<file path="src/rtl/hovalaag_word_tx.sv">
// Word-to-chunk serializer feeding the Hovalaag core's narrow data input pins.
// A 2-entry FIFO buffers words, which go out least-significant chunk first with first/last strobes.
module hovalaag_word_tx #(
    parameter int WORD_W     = 12,
    parameter int CHUNK_W    = 6,
    parameter int GAP_CYCLES = 0,
    parameter int IDLE_VAL   = 0
) (
    input  logic               clk,
    input  logic               rst,
    input  logic [WORD_W-1:0]  in_word,
    input  logic               in_valid,
    output logic               in_ready,
    input  logic               stall,
    output logic [CHUNK_W-1:0] chunk_out,
    output logic               chunk_valid,
    output logic               chunk_first,
    output logic               chunk_last,
    output logic               busy,
    output logic [1:0]         fifo_level
);

    // state | meaning
    // IDLE  | nothing being sent; pops the FIFO head as soon as one is buffered
    // SEND  | chunk_out carries chunk cnt of the word in the shift register
    // GAP   | idle spacing after a word's last chunk, counted down by gap_q
    typedef enum logic [1:0] {IDLE, SEND, GAP} state_t;

    localparam int NCHUNK = WORD_W / CHUNK_W;
    localparam int CNT_W  = (NCHUNK > 1) ? $clog2(NCHUNK) : 1;
    localparam logic [CNT_W-1:0]   LAST_CNT  = CNT_W'(NCHUNK - 1);
    localparam logic [3:0]         GAP_LOAD  = (GAP_CYCLES > 0) ? 4'(GAP_CYCLES - 1) : 4'd0;
    localparam logic [CHUNK_W-1:0] IDLE_CHUNK = CHUNK_W'(IDLE_VAL);

    state_t              state_q, state_nx;
    logic [WORD_W-1:0]   fifo_mem [2];
    logic                wr_ptr_q, rd_ptr_q;
    logic [1:0]          level_q, level_nx;
    logic [WORD_W-1:0]   shift_q, shift_nx;
    logic [CNT_W-1:0]    cnt_q, cnt_nx;
    logic [3:0]          gap_q, gap_nx;
    logic                push, pop;

    // Ready is taken from the registered level only, so a full FIFO refuses a push even when it pops.
    assign in_ready   = !rst && (level_q != 2'd2);
    assign push       = in_valid && in_ready;
    assign fifo_level = level_q;

    always_comb begin
        state_nx = state_q;
        shift_nx = shift_q;
        cnt_nx   = cnt_q;
        gap_nx   = gap_q;
        pop      = 1'b0;
        case (state_q)
            IDLE: begin
                if (level_q != 2'd0) begin
                    pop      = 1'b1;
                    shift_nx = fifo_mem[rd_ptr_q];
                    cnt_nx   = '0;
                    state_nx = SEND;
                end
            end
            SEND: begin
                if (!stall) begin
                    if (cnt_q != LAST_CNT) begin
                        shift_nx = shift_q >> CHUNK_W;
                        cnt_nx   = cnt_q + CNT_W'(1);
                    end else if (GAP_CYCLES == 0) begin
                        if (level_q != 2'd0) begin
                            pop      = 1'b1;
                            shift_nx = fifo_mem[rd_ptr_q];
                            cnt_nx   = '0;
                        end else begin
                            state_nx = IDLE;
                        end
                    end else begin
                        gap_nx   = GAP_LOAD;
                        state_nx = GAP;
                    end
                end
            end
            GAP: begin
                if (gap_q == 4'd0) begin
                    if (level_q != 2'd0) begin
                        pop      = 1'b1;
                        shift_nx = fifo_mem[rd_ptr_q];
                        cnt_nx   = '0;
                        state_nx = SEND;
                    end else begin
                        state_nx = IDLE;
                    end
                end else begin
                    gap_nx = gap_q - 4'd1;
                end
            end
            default: state_nx = IDLE;
        endcase
        level_nx = level_q + {1'b0, push} - {1'b0, pop};
    end

    // Outputs are registered from the next-state values so they line up with the state they describe.
    always_ff @(posedge clk) begin
        if (rst) begin
            state_q     <= IDLE;
            wr_ptr_q    <= 1'b0;
            rd_ptr_q    <= 1'b0;
            level_q     <= 2'd0;
            shift_q     <= '0;
            cnt_q       <= '0;
            gap_q       <= 4'd0;
            chunk_out   <= IDLE_CHUNK;
            chunk_valid <= 1'b0;
            chunk_first <= 1'b0;
            chunk_last  <= 1'b0;
            busy        <= 1'b0;
        end else begin
            if (push) begin
                fifo_mem[wr_ptr_q] <= in_word;
                wr_ptr_q           <= !wr_ptr_q;
            end
            if (pop) rd_ptr_q <= !rd_ptr_q;
            state_q     <= state_nx;
            level_q     <= level_nx;
            shift_q     <= shift_nx;
            cnt_q       <= cnt_nx;
            gap_q       <= gap_nx;
            chunk_valid <= (state_nx == SEND);
            chunk_out   <= (state_nx == SEND) ? shift_nx[CHUNK_W-1:0] : IDLE_CHUNK;
            chunk_first <= (state_nx == SEND) && (cnt_nx == '0);
            chunk_last  <= (state_nx == SEND) && (cnt_nx == LAST_CNT);
            busy        <= (state_nx != IDLE) || (level_nx != 2'd0);
        end
    end

endmodule

</file>
<file path="config.mk">
export PLATFORM = sky130hd
export DESIGN_NAME = hovalaag_word_tx
export DESIGN_NICKNAME = d
export VERILOG_FILES = /design/src/rtl/hovalaag_word_tx.sv
export SDC_FILE = /design/constraint.sdc
export NUM_CORES = 1
export LEC_CHECK = 0
export BUFFER_PORTS_ARGS = -buffer_cell sky130_fd_sc_hd__buf_2
export CAP_MARGIN = 20
export CORE_MARGIN = 5
export CORE_UTILIZATION = 25
export DETAILED_ROUTE_END_ITERATION = 10
export GPL_TIMING_DRIVEN = 0
export PLACE_DENSITY_LB_ADDON = 0.2
export SYNTH_ARGS = -nofsm -noshare
export SYNTH_HDL_FRONTEND = slang
export SYNTH_SLANG_ARGS = --single-unit
export TNS_END_PERCENT = 50
</file>
<file path="constraint.sdc">
create_clock -name clk -period 3.75 [get_ports clk]
set_input_delay 0.5625 -clock clk [delete_from_list [all_inputs] [get_ports clk]]
set_output_delay 0.5625 -clock clk [all_outputs]
set_load 0.01 [all_outputs]
</file>
==> metrics.md <==
| Metric | Value |
|---|---|
| Leakage power | between 0.9 and 1 nW |
| Most numerous cell on the critical path | ha_1 |
| Status | finished clean |
| Delay-heaviest family, CP | compound AO/OA/AOI/OAI gates |
| Routed vias | ~1300 |
| Drt first pass iters | 4 |
| Warnings, synthesis | 0 |
| Sequential area share after synthesis | between 60% and 70% |
| CTS tree | done |
| Setup_tns | 0 ns |
| Gpl congestion | 0.7854 |
| Yosys reg bits | 58 |
| Worst Path Class, Setup | flop to flop |
| Crit path cell chain | inv_1 > ha_1 > or3b_4 > a221oi_4 > buf_6 > ha_1 > inv_1 > ha_1 > xnor2_1 > xnor2_1 > o31ai_1 > nand2_1 |
| Most common cell after layout, fill and taps aside | dfxtp_1 |
| Fin worst setup slack | 1.025 ns |
| Drt wl/cell | 12.87 um |
| Initial antenna violation count | 0 |
| N_diodes | 0 |
| Later-pin clock latency in the skew report | about 0.33 ns |
| Final antenna-violating net count | 0 |
| Total wire length | 4.157 mm |
| Final hold violations | 0 |
| Num Clock Sinks | 58 |
| Max VDD drop | 0.0002406 V |
| Detailed placement HPWL | 3.014 mm |
| Critical Path RT | 3.96 ns |
| # placed instances | around 310 |
| Initial Util | 25.96% |
| Area grow syn2layout | 20.67% |
| Remaining DRCs | 0 |
| Vias in the first global route | 1313 |
| Iter 0 DRT Violations | 33 |
| Die W | roughly 100 um |
| Top Layer Used | met4 |
| Final Max Slew Viols | 0 |
| Final period utilization | 72.68% |
| Pre-CTS setup slack | 0.9503 ns |
| Tot GR Track Use | 8.765% |
| Root Buffer | clkbuf_8 |
| Setup violators final | 0 |
| Setup bufs post-CTS | 0 |
| Synth area leaders | edfxtp_1 (33%), dfxtp_1 (32%), mux2_2 (6.3%), nor2_1 (5.4%), and2_1 (2.6%) |
| Critical Path AT | 2.93 ns |
| Most frequent cells in the layout | dfxtp_1 (34), nor2_1 (31), buf_2 (29), edfxtp_1 (24), mux2_2 (12) |
| Die Y | 102.8 um |
| Met3 routed WL | 268 um |
| Final Non-Filler Cells | 323 |
| H-tree Lvls | 3 |
| Cts hold-fix bufs | 0 |
| RSZ-0062 raised after global routing | false |
| Syn_nets | around 190 |
| # IOs | 29 |
| Cell area power density | 728.7 nW/um^2 |
| Total die area | about 11000 um^2 |
| Fin crit period | between 2 and 3 ns |
| Synth cell types | 31 |
| Synthesized instance count | 172 |
| Critical Path Source Type | flop |
| Global route overflow | 0 |
| First-pass GRT wire length | 6.693 mm |
| Clock Pin Slew Worst Setup and Hold Paths | about 0.070 ns |
| Max Cap Viol | 0 |
| Pwr Total | 1.895 mW |
| Final Skew | 0.01042 ns |
| Worst Path Buf+Inv | 3 |
| Max Fclk | 366.9 MHz |
| Share of cells above drive strength 1 | 25.69% |
| Slew of the pin with the lowest slew margin | 0.9449 ns |
| Max clock buf depth | 2 |
| Relative slew slack | 36.12% |
| Largest net degree at the start of global routing | 11 |
| Crit end category | flop |
| Syn Area/Cell | approximately 13 um^2 |
| Final #Nets | roughly 230 |
| Worst-path fanout max | 10 |
| HP Class | primary input to flop |
| Top cell type's share of synthesized area | approximately a third |
| Num CTS Buffers | 9 |
| Cell row count | 33 |
| Core footprint | 8299 um^2 |
| CP max stage delay | around 0.43 ns |
| Largest area contributor in the netlist | edfxtp_1 |
| Crit-path slowest cell | or3b_4 |
| DRT met1 WL | 1.818 mm |
| # resized after CTS | 0 |
| I/O Buffers | 28 |
| Synthesized area | 2155 um^2 |
| Vias/cell | 4.173 |
| Routed met2 length | ~2 mm |
-- Yosys cell counts (all sizes together) --
library cell  instances
a221oi                7
ha                    3
inv                  10
nor2                 31
a21oi                 4
o21a                  1
dfxtp                34
o2bb2ai               1
a22oi                 6
xnor2                 6
edfxtp               24
mux2i                 1
nand4                 1
o31ai                 1
nand2b                1
nor4b                 2
nor2b                 3
nand3                 2
or3b                  2
o22ai                 1
nand2                 2
clkbuf                3
mux2                 12
a211oi                1
o211ai                1
buf                   2
and2                  9
o21ai                 1
-- state kept, by name, summed over array words and instances (netlist names), 2 cells and up, named ones only --
| name | cells |
|---|---|
| fifo_level | 2 |
| gap_q | 4 |
| fifo_mem | 24 |
| state_q | 2 |
| shift_q | 12 |
| chunk_out | 6 |
-- report_power, final --
part	total [mW]	leakage [nW]	switching [mW]	internal, mW
combinational	0.599	0.421	0.330	0.269
sequential	0.835	0.498	0.0589	0.776
clock	0.461	0.0757	0.221	0.240
total	1.89	0.995	0.609	1.29
-- routing by layer --
metal | vias up | track usage, %
met1 | 626 | 9.954
li1 | 692 | -
met2 | 24 | 14.05
met4 | 0 | 3.287
met3 | 6 | 4.601
met5 | - | 0
-- final timing paths --
path,startpoint,endpoint,slack [ns],depth (start not counted)
worst max-delay path,gap_q[0],busy,1.02,12
worst min-delay path,in_word[9],fifo_mem[0][9],0.42,1
worst max register to register,gap_q[0],busy,1.02,12
worst min register to register,shift_q[11],shift_q[11],0.50,2
-- worst register-to-register path: cells and delay by family, from the launching register on --
kind | cells | cell delay [ns]
and+or+nand+nor | 2 | 0.51
buffers and inverters | 3 | 0.33
DFF | 1 | 0.32
AOI/OAI and AO/OA | 2 | 0.63
adders and majority gates | 3 | 0.58
xor gates and xnor gates | 2 | 0.24
-- metrics by stage --
stage	hold slack, ns	cell area, um^2	util [%]
global placement	0.4812	2426	29.23
global route	0.3932	2600	31.33
detailed placement	0.4902	2449	29.50
finish	0.4199	2600	31.33
floorplan	0.4629	2155	-
CTS	0.3993	2600	31.33
-- cell families after synthesis --
group / synth area share (%)
flip-flops: 65.04
AND/OR/NAND/NOR: 12.02
AO/OA/AOI/OAI: 9.002
buffers and inverters: 3.020
multiplexers: 6.736
XOR/XNOR: 2.439
adder cells (fa/ha/maj): 1.742
-- layout make-up --
type,instances,area (um^2)
Buffer,5,27.53
Timing Repair Buffer,30,162.7
Sequential cell,58,1401
Fill cell,843,5699
Inverter,10,37.54
Tap cell,105,131.4
Multi-Input combinational cell,99,688.2
Clock inverter,1,5.005
Clock buffer,15,146.4
No activity file was read; power rests on OpenSTA's default activity.
